===== config.mk =====
export PLATFORM = sky130hd
export DESIGN_NAME = zp_bp_cfg_boot_sequencer_flat
export DESIGN_NICKNAME = d
export VERILOG_FILES = /design/src/rtl/zp_bp_cfg_boot_sequencer_if.sv /design/src/rtl/zp_bp_cfg_boot_sequencer.sv /design/src/flat_wrapper.sv
export SDC_FILE = /design/constraint.sdc
export NUM_CORES = 1
export LEC_CHECK = 0
export CAP_MARGIN = 20
export CELL_PAD_IN_SITES_DETAIL_PLACEMENT = 1
export CELL_PAD_IN_SITES_GLOBAL_PLACEMENT = 1
export CORE_MARGIN = 3
export CORE_UTILIZATION = 25
export DETAILED_ROUTE_END_ITERATION = 8
export PLACE_DENSITY_LB_ADDON = 0.1
export SETUP_SLACK_MARGIN = 0.3
export SYNTH_ARGS = -nofsm -noshare
export SYNTH_HDL_FRONTEND = slang
export SYNTH_SLANG_ARGS = --single-unit
export TNS_END_PERCENT = 100

===== constraint.sdc =====
create_clock -name aclk -period 1.5 [get_ports aclk]
set_input_delay 0.3 -clock aclk [delete_from_list [all_inputs] [get_ports aclk]]
set_output_delay 0.3 -clock aclk [all_outputs]
set_load 0.02 [all_outputs]

===== src/rtl/zp_bp_cfg_boot_sequencer_if.sv =====
// cfg-bus request/response bundle between the boot sequencer (master side)
// and the BlackParrot cfg-bus / IO request path (slave side).
interface zp_bp_cfg_boot_sequencer_if #(
  parameter int cfg_addr_width_p = 20,
  parameter int cfg_data_width_p = 64
);
  logic                        req_v_o;
  logic                        req_w_o;
  logic [cfg_addr_width_p-1:0] req_addr_o;
  logic [cfg_data_width_p-1:0] req_data_o;
  logic                        req_ready_and_i;
  logic                        resp_v_i;
  logic                        resp_err_i;
  logic [cfg_data_width_p-1:0] resp_data_i;
  logic                        resp_yumi_o;

  modport master (
    output req_v_o, req_w_o, req_addr_o, req_data_o, resp_yumi_o,
    input  req_ready_and_i, resp_v_i, resp_err_i, resp_data_i
  );

  modport slave (
    input  req_v_o, req_w_o, req_addr_o, req_data_o, resp_yumi_o,
    output req_ready_and_i, resp_v_i, resp_err_i, resp_data_i
  );
endinterface


===== src/rtl/zp_bp_cfg_boot_sequencer.sv =====
// Boot sequencer: on a host start pulse, freezes and programs every core
// through the BP cfg bus (freeze, npc, icache, dcache, cce modes), then
// writes freeze=0 to every core. One request outstanding at a time.
// Optional build macro ZP_CFG_SEQ_READBACK_EN: each programming write is
// followed by a read of the same address and the data is compared.
module zp_bp_cfg_boot_sequencer #(
  parameter int num_core_p       = 1,
  parameter int cfg_addr_width_p = 20,
  parameter int cfg_data_width_p = 64,
  parameter int core_stride_lg_p = 16,
  parameter logic [cfg_addr_width_p-1:0] freeze_addr_p      = 20'h00008,
  parameter logic [cfg_addr_width_p-1:0] npc_addr_p         = 20'h00010,
  parameter logic [cfg_addr_width_p-1:0] icache_mode_addr_p = 20'h00020,
  parameter logic [cfg_addr_width_p-1:0] dcache_mode_addr_p = 20'h00028,
  parameter logic [cfg_addr_width_p-1:0] cce_mode_addr_p    = 20'h00030,
  parameter int timeout_p        = 4096
) (
  input  logic                        aclk,
  input  logic                        aresetn,
  input  logic                        start_i,
  input  logic [cfg_data_width_p-1:0] npc_i,
  input  logic [1:0]                  icache_mode_i,
  input  logic [1:0]                  dcache_mode_i,
  input  logic                        cce_mode_i,
  zp_bp_cfg_boot_sequencer_if.master  cfg,
  output logic                        busy_o,
  output logic                        done_o,
  output logic                        error_o,
  output logic [3:0]                  err_core_o
);
  localparam int AW = cfg_addr_width_p;
  localparam int DW = cfg_data_width_p;
  localparam int CW = $clog2(num_core_p + 1);
  localparam int TW = $clog2(timeout_p + 1);
  localparam logic [CW-1:0] CORE_ONE  = CW'(1);
  localparam logic [CW-1:0] CORE_LAST = CW'(num_core_p - 1);
  localparam logic [TW-1:0] TMO_ONE   = TW'(1);
  localparam logic [TW-1:0] TMO_LAST  = TW'(timeout_p - 1);
  localparam logic [2:0]    STEP_LAST = 3'd4;
  localparam logic [DW-1:0] DATA_ONE  = DW'(1);

  typedef enum logic [2:0] {ST_IDLE, ST_ISSUE, ST_WAIT, ST_DONE, ST_ERROR} state_t;

  state_t        r_state, w_state_n, w_adv_state;
  logic [CW-1:0] r_core, w_core_n, w_adv_core;
  logic [2:0]    r_step, w_step_n, w_adv_step;
  logic          r_rel, w_rel_n, w_adv_rel, w_adv_done;
  logic          r_rd, w_rd_n;
  logic [TW-1:0] r_tmo, w_tmo_n;
  logic          r_done, w_done_n, r_error, w_error_n;
  logic [3:0]    r_err_core, w_err_core_n;
  logic          w_load, w_last_core;
  logic [DW-1:0] r_npc, w_data;
  logic [1:0]    r_icm, r_dcm;
  logic          r_ccm;
  logic [AW-1:0] w_off;

  assign w_last_core = (r_core == CORE_LAST);

  // Register offset and write data for the current step (release writes clear freeze).
  always_comb begin
    w_off  = freeze_addr_p;
    w_data = '0;
    if (r_rel) begin
      w_off  = freeze_addr_p;
      w_data = '0;
    end else begin
      case (r_step)
        3'd0:    begin w_off = freeze_addr_p;      w_data = DATA_ONE;   end
        3'd1:    begin w_off = npc_addr_p;         w_data = r_npc;      end
        3'd2:    begin w_off = icache_mode_addr_p; w_data = DW'(r_icm); end
        3'd3:    begin w_off = dcache_mode_addr_p; w_data = DW'(r_dcm); end
        3'd4:    begin w_off = cce_mode_addr_p;    w_data = DW'(r_ccm); end
        default: begin w_off = freeze_addr_p;      w_data = '0;         end
      endcase
    end
  end

  // Position that follows a successfully completed step; never runs past the last core.
  always_comb begin
    w_adv_state = ST_ISSUE;
    w_adv_core  = r_core;
    w_adv_step  = r_step;
    w_adv_rel   = r_rel;
    w_adv_done  = 1'b0;
    if (r_rel) begin
      if (w_last_core) begin
        w_adv_state = ST_DONE;
        w_adv_done  = 1'b1;
      end else begin
        w_adv_core = r_core + CORE_ONE;
      end
    end else if (r_step == STEP_LAST) begin
      w_adv_step = 3'd0;
      if (w_last_core) begin
        w_adv_rel  = 1'b1;
        w_adv_core = '0;
      end else begin
        w_adv_core = r_core + CORE_ONE;
      end
    end else begin
      w_adv_step = r_step + 3'd1;
    end
  end

  // Next-state and sequencing decisions.
  always_comb begin
    w_state_n    = r_state;
    w_core_n     = r_core;
    w_step_n     = r_step;
    w_rel_n      = r_rel;
    w_rd_n       = r_rd;
    w_tmo_n      = r_tmo;
    w_done_n     = r_done;
    w_error_n    = r_error;
    w_err_core_n = r_err_core;
    w_load       = 1'b0;
    case (r_state)
      ST_IDLE, ST_DONE, ST_ERROR: begin
        if (start_i) begin
          w_load       = 1'b1;
          w_state_n    = ST_ISSUE;
          w_core_n     = '0;
          w_step_n     = 3'd0;
          w_rel_n      = 1'b0;
          w_rd_n       = 1'b0;
          w_tmo_n      = '0;
          w_done_n     = 1'b0;
          w_error_n    = 1'b0;
          w_err_core_n = 4'd0;
        end else begin
          w_state_n = r_state;
        end
      end
      ST_ISSUE: begin
        if (cfg.req_ready_and_i) begin
          w_state_n = ST_WAIT;
          w_tmo_n   = '0;
        end else begin
          w_state_n = ST_ISSUE;
        end
      end
      ST_WAIT: begin
        if (cfg.resp_v_i) begin
          if (cfg.resp_err_i) begin
            w_state_n    = ST_ERROR;
            w_error_n    = 1'b1;
            w_err_core_n = 4'(r_core);
          end else begin
`ifdef ZP_CFG_SEQ_READBACK_EN
            if (!r_rd && !r_rel) begin
              w_rd_n    = 1'b1;
              w_state_n = ST_ISSUE;
            end else if (r_rd && (cfg.resp_data_i != w_data)) begin
              w_state_n    = ST_ERROR;
              w_error_n    = 1'b1;
              w_err_core_n = 4'(r_core);
            end else begin
              w_rd_n    = 1'b0;
              w_state_n = w_adv_state;
              w_core_n  = w_adv_core;
              w_step_n  = w_adv_step;
              w_rel_n   = w_adv_rel;
              w_done_n  = w_adv_done;
            end
`else
            w_state_n = w_adv_state;
            w_core_n  = w_adv_core;
            w_step_n  = w_adv_step;
            w_rel_n   = w_adv_rel;
            w_done_n  = w_adv_done;
`endif
          end
        end else if (r_tmo == TMO_LAST) begin
          w_state_n    = ST_ERROR;
          w_error_n    = 1'b1;
          w_err_core_n = 4'(r_core);
        end else begin
          w_tmo_n = r_tmo + TMO_ONE;
        end
      end
      default: begin
        w_state_n = ST_IDLE;
      end
    endcase
  end

  // State, counters and sticky status; reset aborts any sequence in flight.
  always_ff @(posedge aclk) begin
    if (!aresetn) begin
      r_state    <= ST_IDLE;
      r_core     <= '0;
      r_step     <= 3'd0;
      r_rel      <= 1'b0;
      r_rd       <= 1'b0;
      r_tmo      <= '0;
      r_done     <= 1'b0;
      r_error    <= 1'b0;
      r_err_core <= 4'd0;
    end else begin
      r_state    <= w_state_n;
      r_core     <= w_core_n;
      r_step     <= w_step_n;
      r_rel      <= w_rel_n;
      r_rd       <= w_rd_n;
      r_tmo      <= w_tmo_n;
      r_done     <= w_done_n;
      r_error    <= w_error_n;
      r_err_core <= w_err_core_n;
    end
  end

  // Capture boot PC and mode inputs when a start is accepted.
  always_ff @(posedge aclk) begin
    if (!aresetn) begin
      r_npc <= '0;
      r_icm <= 2'd0;
      r_dcm <= 2'd0;
      r_ccm <= 1'b0;
    end else if (w_load) begin
      r_npc <= npc_i;
      r_icm <= icache_mode_i;
      r_dcm <= dcache_mode_i;
      r_ccm <= cce_mode_i;
    end else begin
      r_npc <= r_npc;
      r_icm <= r_icm;
      r_dcm <= r_dcm;
      r_ccm <= r_ccm;
    end
  end

  // Request fields come straight from registered state, so they hold while stalled.
  assign cfg.req_v_o    = (r_state == ST_ISSUE);
  assign cfg.req_addr_o = (AW'(r_core) << core_stride_lg_p) | w_off;
  assign cfg.req_data_o = w_data;
`ifdef ZP_CFG_SEQ_READBACK_EN
  assign cfg.req_w_o    = ~r_rd;
`else
  logic w_unused_rd;
  assign cfg.req_w_o    = 1'b1;
  assign w_unused_rd    = ^{cfg.resp_data_i, r_rd};
`endif
  // Every response is consumed; only those seen in WAIT have any effect.
  assign cfg.resp_yumi_o = aresetn & cfg.resp_v_i;

  assign busy_o     = (r_state == ST_ISSUE) || (r_state == ST_WAIT);
  assign done_o     = r_done;
  assign error_o    = r_error;
  assign err_core_o = r_err_core;
endmodule


===== src/flat_wrapper.sv =====
// flat-port wrapper written by rule: the top's interface ports become plain ports
module zp_bp_cfg_boot_sequencer_flat 
#(
  parameter int num_core_p       = 1,
  parameter int cfg_addr_width_p = 20,
  parameter int cfg_data_width_p = 64,
  parameter int core_stride_lg_p = 16,
  parameter logic [cfg_addr_width_p-1:0] freeze_addr_p      = 20'h00008,
  parameter logic [cfg_addr_width_p-1:0] npc_addr_p         = 20'h00010,
  parameter logic [cfg_addr_width_p-1:0] icache_mode_addr_p = 20'h00020,
  parameter logic [cfg_addr_width_p-1:0] dcache_mode_addr_p = 20'h00028,
  parameter logic [cfg_addr_width_p-1:0] cce_mode_addr_p    = 20'h00030,
  parameter int timeout_p        = 4096
)
  (aclk, aresetn, start_i, npc_i, icache_mode_i, dcache_mode_i, cce_mode_i, busy_o, done_o, error_o, err_core_o, cfg_req_v_o, cfg_req_w_o, cfg_req_addr_o, cfg_req_data_o, cfg_resp_yumi_o, cfg_req_ready_and_i, cfg_resp_v_i, cfg_resp_err_i, cfg_resp_data_i);
  zp_bp_cfg_boot_sequencer_if #(.cfg_addr_width_p(cfg_addr_width_p), .cfg_data_width_p(cfg_data_width_p)) cfg_i ();
  input  logic aclk;
  input  logic aresetn;
  input  logic start_i;
  input  logic [cfg_data_width_p-1:0] npc_i;
  input  logic [1:0] icache_mode_i;
  input  logic [1:0] dcache_mode_i;
  input  logic cce_mode_i;
  output logic busy_o;
  output logic done_o;
  output logic error_o;
  output logic [3:0] err_core_o;
  output wire logic [$bits(cfg_i.req_v_o)-1:0] cfg_req_v_o;
  output wire logic [$bits(cfg_i.req_w_o)-1:0] cfg_req_w_o;
  output wire logic [$bits(cfg_i.req_addr_o)-1:0] cfg_req_addr_o;
  output wire logic [$bits(cfg_i.req_data_o)-1:0] cfg_req_data_o;
  output wire logic [$bits(cfg_i.resp_yumi_o)-1:0] cfg_resp_yumi_o;
  input wire logic [$bits(cfg_i.req_ready_and_i)-1:0] cfg_req_ready_and_i;
  input wire logic [$bits(cfg_i.resp_v_i)-1:0] cfg_resp_v_i;
  input wire logic [$bits(cfg_i.resp_err_i)-1:0] cfg_resp_err_i;
  input wire logic [$bits(cfg_i.resp_data_i)-1:0] cfg_resp_data_i;
  assign cfg_req_v_o = cfg_i.req_v_o;
  assign cfg_req_w_o = cfg_i.req_w_o;
  assign cfg_req_addr_o = cfg_i.req_addr_o;
  assign cfg_req_data_o = cfg_i.req_data_o;
  assign cfg_resp_yumi_o = cfg_i.resp_yumi_o;
  assign cfg_i.req_ready_and_i = cfg_req_ready_and_i;
  assign cfg_i.resp_v_i = cfg_resp_v_i;
  assign cfg_i.resp_err_i = cfg_resp_err_i;
  assign cfg_i.resp_data_i = cfg_resp_data_i;
  zp_bp_cfg_boot_sequencer #(.num_core_p(num_core_p), .cfg_addr_width_p(cfg_addr_width_p), .cfg_data_width_p(cfg_data_width_p), .core_stride_lg_p(core_stride_lg_p), .freeze_addr_p(freeze_addr_p), .npc_addr_p(npc_addr_p), .icache_mode_addr_p(icache_mode_addr_p), .dcache_mode_addr_p(dcache_mode_addr_p), .cce_mode_addr_p(cce_mode_addr_p), .timeout_p(timeout_p)) u_core (.aclk(aclk), .aresetn(aresetn), .start_i(start_i), .npc_i(npc_i), .icache_mode_i(icache_mode_i), .dcache_mode_i(dcache_mode_i), .cce_mode_i(cce_mode_i), .cfg(cfg_i), .busy_o(busy_o), .done_o(done_o), .error_o(error_o), .err_core_o(err_core_o));
endmodule

==> flow_summary.toml, run 1 <==
[yosys]
syn-mean-instance-area_sq_um = 7.90
netlist_instances = 579
yosysSeqAreaShare = 0.398
syn_area_sq_um = 4570
ys_types = 58
ys.flop_type = "dfxtp_1"
synthArstFlopShare = 0
ys_warn_count = 0
synth-seq-cells = 91
synth_edf_count = 0

[global_route]
grt-busiest-layer = "met2"
met3_usage = 0.0384
antenna_found_initial = 0
overflow = 0
grt_max_degree = 27
track_usage = 0.208
grt_pass1_wl_mm = 32.4
globalRouteMet2Util = 0.368
grt_pass1_vias = 5749
met1_usage = 0.260

[clock_tree]
cts_tree = "done"
clk_path_buf_depth = 2
holdBufCountCts = 0
clk_latency_ps = 360
clock_sinks = 91
clk_pin_slew_ps = 70
htree_levels = 3
cts_root_buf = "clkbuf_16"
cts_buffers = 9

[critical_path]
path_max_fanout = 4
crit_family = "buffers and inverters"
crit_slowest_cell = "dfxtp_4"
crit_chain = "ha_4 -> nand2_4 -> nor2_4 -> buf_6 -> buf_16 -> buf_8 -> buf_6 -> buf_6 -> buf_6 -> buf_6 -> and2_4 -> buf_6"
worstPathArrival_ps = 2090
crit_buf_inv = 8
end_kind = "primary output"
cp_common_cell = "buf_6"
crit_required_ps = 1200
max_stage_delay_ps = 370
startpoint_type = "register"
crit_type = "reg -> out"

[route]
antenna_left = 0
dr.first_iter.drc_count = 285
wl_mm = 23.9
wl_per_cell_um = 21.6
dr_total_vias = 5415
vias_per_cell = 4.90
drc = 0
drt-pass1-iter-count = 4

[outcome]
violations = "setup timing"
status = "finished with violations"

[power]
power.internal_mw = 4.73
p_leak_nw = 4.46
switchingPower_mw = 2.17
ir_worst_vdd_mv = 0.604
power_density_nw_per_um2 = 665
pwr-share-seq = 0.386
switching_share = 0.314
power_mw = 6.90
share_comb_of_total_power = 0.291
clkPwrFrac = 0.323

[sta]
period_share = 1.59
fmax_mhz = 418
rsz0062_at_grt = "true"
period_needed_ps = 2390
skew_ps = 7.58
setup_ws_ps = -892
hold_viol = 0
finalMaxSlewViolations = 0
setup_viol = 158

[final_layout]
nFillCells = 1800
final_area_sq_um = 10400
layout.nets = 1022
utilization = 0.589
num_antenna_cells = 0
drive_gt1_frac = 0.687
areaGrowthSynthToFinish_pct = 127

[floorplan]
die_area_sq_um = 20000
ios = 233
die_h_um = 141
rows = 48
core_area_sq_um = 17600
die_w_um = 141
initial_utilization = 0.260

[run]
drv_cap = 0

[place]
port_buffers = 146
placed_area_sq_um = 6990
place_hpwl_mm = 11.7
routabilityCongestion = 0.768

[hold_path]
worstHoldPathType = "reg -> reg"
layer usage:
layer,part of all wire,vias up
met5,0,-
met3,0.042,31
met2,0.51,154
met1,0.42,2706
li1,-,2524
met4,0.026,0
cells in the mapped netlist, types with 4 or more instances:
cell,n,area [sq um]
o311ai_1,4,35.0
dfxtp_1,91,1820
nor2b_1,4,25.0
and2_1,66,413
a21oi_1,81,405
clkbuf_1,17,63.8
buf_4,22,165
buf_2,11,55.1
nor3_1,7,35.0
buf_6,10,113
nand3_1,10,50.1
a211oi_1,5,37.5
a31oi_1,4,25.0
nand4_1,4,25.0
and3_1,5,31.3
nand2_1,152,571
inv_1,6,22.5
nor2_1,9,33.8
ha_1,6,75.1
o21ai_0,9,45.0
power by group through the flow:
stage | Sequential, mW | Combinational (mW) | Clock [mW]
finish | 2.66 | 2.01 | 2.23
global route | 2.67 | 2.10 | 2.38
CTS | 2.61 | 1.61 | 2.28
detailed placement | 2.67 | 0.951 | 0
global placement | 2.66 | 0.932 | 0
floorplan | 2.65 | 0.559 | 0
tightest hold or removal path, delay by kind of cell (launching register included):
| family | cells | cell delay (ps) |
|---|---|---|
| AO/OA/AOI/OAI | 1 | 40 |
| flip-flops | 1 | 320 |
| AND/OR/NAND/NOR | 1 | 60 |
area by class of cell:
class,instances,area [sq um],area share
repair buffers,326,3900,0.377
clock buffers,9,225,0.0217
clock inverters,6,48.8,0.00471
well taps,225,282,0.0272
multi-input cells,442,4030,0.389
inverters,7,32.5,0.00314
flip-flops and latches,91,1840,0.178
cell usage in the layout (no fill, tap or decap), types with 4 or more instances in the layout:
master           count
nand2_4             88
nand2_1             32
buf_8               11
conb_1              22
nor2_1               6
buf_4               68
nand2_2             32
buf_12              25
nor3_2               4
o21ai_2              4
buf_6              125
a21oi_1              6
nand3_1              8
buf_16              19
dfxtp_1             81
dfxtp_2              6
nand4_1              4
a21oi_2             72
clkdlybuf4s50_1     71
and2_4              63
clkbuf_16           11
a211oi_2             6
dfxtp_4              4
sequential cells by signal, indices dropped and copies added (netlist names):
signal and flops:
u_core.error_o 1, u_core.r_state 3, u_core.r_tmo 13, u_core.r_rel 1, u_core.r_npc 64, u_core.r_ccm 1, u_core.done_o 1, u_core.r_icm 2
u_core.r_step 3, u_core.r_dcm 2
worst paths after layout:
check / from / endpoint / slack, ps / cells past startpoint
setup / recovery: u_core.r_step[0] / cfg_req_data_o[10] / -890 / 12
hold / removal: u_core.r_npc[29] / u_core.r_npc[29] / 460 / 2
setup reg to reg: u_core.r_state[1] / u_core.r_npc[12] / -300 / 9
hold reg to reg: u_core.r_npc[29] / u_core.r_npc[29] / 460 / 2
repair_timing:
action | 4_1_cts | 5_1_grt
cloned | 20 | 3
endpoints found under the setup margin | 163 | 162
resized for setup | 622 | 250
buffers inserted | 64 | 21
pin swaps | 82 | 145
metrics by stage:
step / hold slack (ps) / instances / setup TNS, ps / worst slack, ps
2_1_floorplan: 436 / 599 / -522 / -116
3_3_place_gp: 442 / 983 / -67870 / -683
3_5_place_dp: 449 / 983 / -72100 / -702
4_1_cts: 459 / 1082 / -57810 / -900
5_1_grt: 478 / 1106 / -71180 / -945
6_report: 458 / 1106 / -63650 / -892
cell families (layout without fill, tap and decap cells):
kind of cell	Yosys count	after routing	share of synthesized area
compound gates	129	130	0.173
fa+ha+maj	6	6	0.0164
buf+inv	68	348	0.0936
flops	91	91	0.398
mux	3	3	0.00684
other cells	2	22	0.00164
simple gates	280	281	0.310
Note: power is estimated with default switching activity, not from simulation.
==> run 2, diff against run 1 <==
- MAX_ROUTING_LAYER: default -> met4
- RECOVER_POWER: default -> 50
- SETUP_SLACK_MARGIN: 0.3 -> default
==> flow_summary.toml, run 2 (synthesized netlist as in run 1, its figures left out) <==
[outcome]
status = "finished with violations"
violations = "setup timing"

[place]
place_hpwl_mm = 11.4
routabilityCongestion = 0.829
port_buffers = 146
place_ws_ps = -681

[sta]
whs_ps = 454
rsz0062_at_grt = "true"
final.setup.tns_ps = -56960
finalMaxSlewViolations = 0
setup_viol = 159
period_needed_ps = 2190
fmax_mhz = 457
period_share = 1.46
skew_ps = 12.3
setup_ws_ps = -690
hold_viol = 0

[clock_tree]
cts_root_buf = "clkbuf_16"
cts_buffers = 9
clk_latency_ps = 360
cts_tree = "done"
clk_pin_slew_ps = 70
htree_levels = 3
clk_path_buf_depth = 2
clock_sinks = 91

[power]
p_leak_nw = 4.22
switching_share = 0.308
pwr-share-seq = 0.380
switchingPower_mw = 2.16
power_density_nw_per_um2 = 726
share_comb_of_total_power = 0.264
ir_worst_vdd_mv = 0.540
clkPwrFrac = 0.356
power.internal_mw = 4.86

[final_layout]
final_common_cell = "buf_4"
drive_gt1_frac = 0.645
areaGrowthSynthToFinish_pct = 111
utilization = 0.549
layout.nets = 998
num_antenna_cells = 0
nFillCells = 1893
largest_register_ffs = 64
reg_top3 = "u_core.r_npc (64), u_core.r_tmo (13)"
final_cell_mix = "buf_4 (115), nand2_4 (85), dfxtp_1 (81)"
regMostFlops = "u_core.r_npc"

[floorplan]
ios = 233
initial_utilization = 0.260
die_h_um = 141
die_area_sq_um = 20000
core_area_sq_um = 17600
die_w_um = 141
rows = 48

[critical_path]
path_max_fanout = 2
crit_type = "reg -> out"
rr_startpoint = "u_core.r_state[0]"
crit_required_ps = 1200
startpoint_type = "register"
r2r_slack_ps = -310
end_kind = "primary output"
worstPathArrival_ps = 1890
r2r_cells = 8
worstReg2RegEnd = "u_core.r_tmo[4]"

[global_route]
grt_pass1_vias = 5698
overflow = 0
grt_pass1_wl_mm = 31.6
track_usage = 0.206
grt_max_degree = 45
antenna_found_initial = 0

[route]
wl_mm = 21.8
antenna_left = 0
wl_per_cell_um = 20.1
dr.first_iter.drc_count = 159
dr_total_vias = 5218
drc = 0
vias_per_cell = 4.82
drt-pass1-iter-count = 4

[hold_path]
min_to = "u_core.r_npc[35]"
min-delay-start = "u_core.r_npc[35]"
holdPathStages = 2
worstHoldPathType = "reg -> reg"

[run]
drv_cap = 0
-- run 2: worst max-delay path by stage --
stage                           startpoint                  to  slack [ps]
after global placement    u_core.r_step[0]   cfg_req_data_o[0]        -700
after detailed placement  u_core.r_step[0]   cfg_req_data_o[0]        -680
after global routing      u_core.r_step[1]   cfg_req_data_o[0]        -750
after floorplan           u_core.r_step[0]   cfg_req_data_o[0]        -120
after CTS                 u_core.r_step[1]  cfg_req_data_o[62]        -650
final                     u_core.r_step[1]   cfg_req_data_o[0]        -690
-- run 2: cell type report --
cell class | count | area, sq um | area share
Clock buffer | 9 | 225 | 0.0233
Clock inverter | 7 | 90.1 | 0.00932
Inverter | 7 | 31.3 | 0.00324
Multi-Input combinational cell | 441 | 3860 | 0.400
Sequential cell | 91 | 1840 | 0.190
Tap cell | 225 | 282 | 0.0291
Timing Repair Buffer | 303 | 3330 | 0.345
-- run 2: metrics by stage --
step	cell area, sq um	total power, mW	cells
after detailed placement	6730	3.54	982
after floorplan	4800	3.16	599
after CTS	8990	6.81	1078
after global routing	9660	7.29	1083
final	9660	7.02	1083
after global placement	6730	3.52	982
-- run 2: worst max-delay path, cell delays in order (launching register included) --
cell      delay [ps]
dfxtp_2          350
buf_6            130
ha_4             150
a221o_1          280
a222oi_1         390
nor2_2            80
buf_6            150
-- run 2: power by group through the flow --
stage | Combinational (mW) | Sequential (mW) | Clock [mW]
after floorplan | 0.521 | 2.64 | 0
after global placement | 0.872 | 2.65 | 0
after detailed placement | 0.888 | 2.65 | 0
after CTS | 1.66 | 2.63 | 2.53
after global routing | 1.96 | 2.68 | 2.65
final | 1.85 | 2.67 | 2.50
-- run 2: per-layer routing --
layer	vias to the layer above	track usage	share of wire
met1	2613	0.243	0.42
met4	0	0.0551	0.011
met2	106	0.364	0.54
met3	17	0.0327	0.035
met5	-	-	0
li1	2482	-	-
-- run 2: what timing repair did --
item	4_1_cts	5_1_grt
hold buffers	0	0
pin swaps	127	92
setup buffers	58	16
gates resized for setup	563	255
gates cloned	22	5
endpoints found under the setup margin	162	159
==> run 3, diff against run 2 <==
- clock period: 1.5 -> 1.9 ns (I/O delays scaled with it)
==> flow_summary.toml, run 3 (synthesized netlist as in run 1, its figures left out) <==
[place]
place_ws_ps = -426
routabilityCongestion = 0.849
port_buffers = 146
place_hpwl_mm = 11.2
placed_area_sq_um = 6510

[clock_tree]
cts_tree = "done"
cts_root_buf = "clkbuf_16"
clk_pin_slew_ps = 70
clk_path_buf_depth = 2
htree_levels = 3
clock_sinks = 91
cts_buffers = 9
clk_latency_ps = 350

[route]
dr.first_iter.drc_count = 200
antenna_left = 0
vias_per_cell = 4.66
drt-pass1-iter-count = 4
wl_per_cell_um = 16.7
dr_total_vias = 4660
drc = 0
wl_mm = 16.7

[power]
ir_worst_vdd_mv = 0.412
power_density_nw_per_um2 = 613
p_leak_nw = 3.06
power_mw = 4.62

[hold_path]
holdPathStages = 2
worstHoldPathType = "reg -> reg"

[sta]
hold_viol = 0
fmax_mhz = 450
whs_ps = 457
skew_ps = 4.90
setup_ws_ps = -320
period_share = 1.17
rsz0062_at_grt = "true"
period_needed_ps = 2220
finalMaxSlewViolations = 0
setup_viol = 67

[floorplan]
die_area_sq_um = 20000
die_h_um = 141
rows = 48
core_area_sq_um = 17600
initial_utilization = 0.260
die_w_um = 141
ios = 233

[global_route]
met1_usage = 0.196
grt-busiest-layer = "met2"
overflow = 0
track_usage = 0.166
grt_max_degree = 61
grt_pass1_wl_mm = 25.8
antenna_found_initial = 0
globalRouteMet2Util = 0.288
met3_usage = 0.0401
grt_pass1_vias = 4865

[critical_path]
startpoint_type = "register"
worstPathArrival_ps = 1840
end_kind = "primary output"
crit_type = "reg -> out"
path_max_fanout = 3
r2r_cells = 8
crit_required_ps = 1520

[run]
drv_cap = 0

[outcome]
violations = "setup timing"
status = "finished with violations"

[final_layout]
drive_gt1_frac = 0.337
regMostFlops = "u_core.r_npc"
largest_register_ffs = 64
layout.nets = 915
final_common_cell = "nand2_1"
areaGrowthSynthToFinish_pct = 64.6
final_area_sq_um = 7530
reg_top3 = "u_core.r_npc (64), u_core.r_tmo (13)"
final_cell_mix = "nand2_1 (150), dfxtp_1 (89), buf_6 (79)"
num_antenna_cells = 0
[run 3: changes by cell type in the layout (fill, tap and decap cells not counted), sizes merged]
cell	delta
buf	-86
clkbuf	+4
clkdlybuf4s15	-1
clkdlybuf4s50	+2
clkinv	+2
clkinvlp	+1
dlygate4sd2	-2
dlygate4sd3	+2
dlymetal6s2s	-1
inv	-3
nand4	-1
[run 3: final timing paths]
kind	slack [ps]	end	start
min	460	u_core.r_npc[59]	u_core.r_npc[59]
min reg2reg	460	u_core.r_npc[59]	u_core.r_npc[59]
max	-320	cfg_req_data_o[0]	u_core.r_step[1]
max reg2reg	0	u_core.r_tmo[7]	u_core.r_state[0]
[run 3: report_power, final]
group          switching [mW]  internal, mW  leakage (nW)
clock network           0.813          1.03         0.148
logic                   0.369         0.344          2.16
registers              0.0528          2.01         0.746
[run 3: cell type report]
| cell class | count | area, sq um |
|---|---|---|
| multi-input cells | 440 | 2700 |
| flip-flops and latches | 91 | 1830 |
| fillers | 2030 | 10100 |
| repair buffers | 221 | 2380 |
| well taps | 225 | 282 |
| inverters | 7 | 33.8 |
| clock buffers | 9 | 225 |
| clock inverters | 7 | 76.3 |
[run 3: per-stage QoR]
step	std cells	TNS [ps]	util
finish	1000	-13330	0.428
global route	1000	-27020	0.428
CTS	997	-13930	0.419
detailed placement	962	-28780	0.370
global placement	962	-26490	0.370
floorplan	599	0	-
[run 3: per-layer routing]
metal  vias up  part of all wire
li1       2289                 -
met2       101              0.51
met3        20             0.043
met1      2250              0.43
met4         0             0.014
met5         -                 0
[run 3: critical path, cell delays in order (launching register included)]
cell      delay (ps)
dfxtp_2          360
inv_4             60
ha_4             160
a221o_1          350
a222oi_1         300
nor2_1            90
buf_4            170
[run 3: repair_timing]
item | 4_1_cts | 5_1_grt
hold buffers | 0 | 0
pin swaps | 28 | 36
gates resized for setup | 486 | 46
setup endpoints to repair | 70 | 85
gates cloned | 4 | 4
buffers inserted | 16 | 5
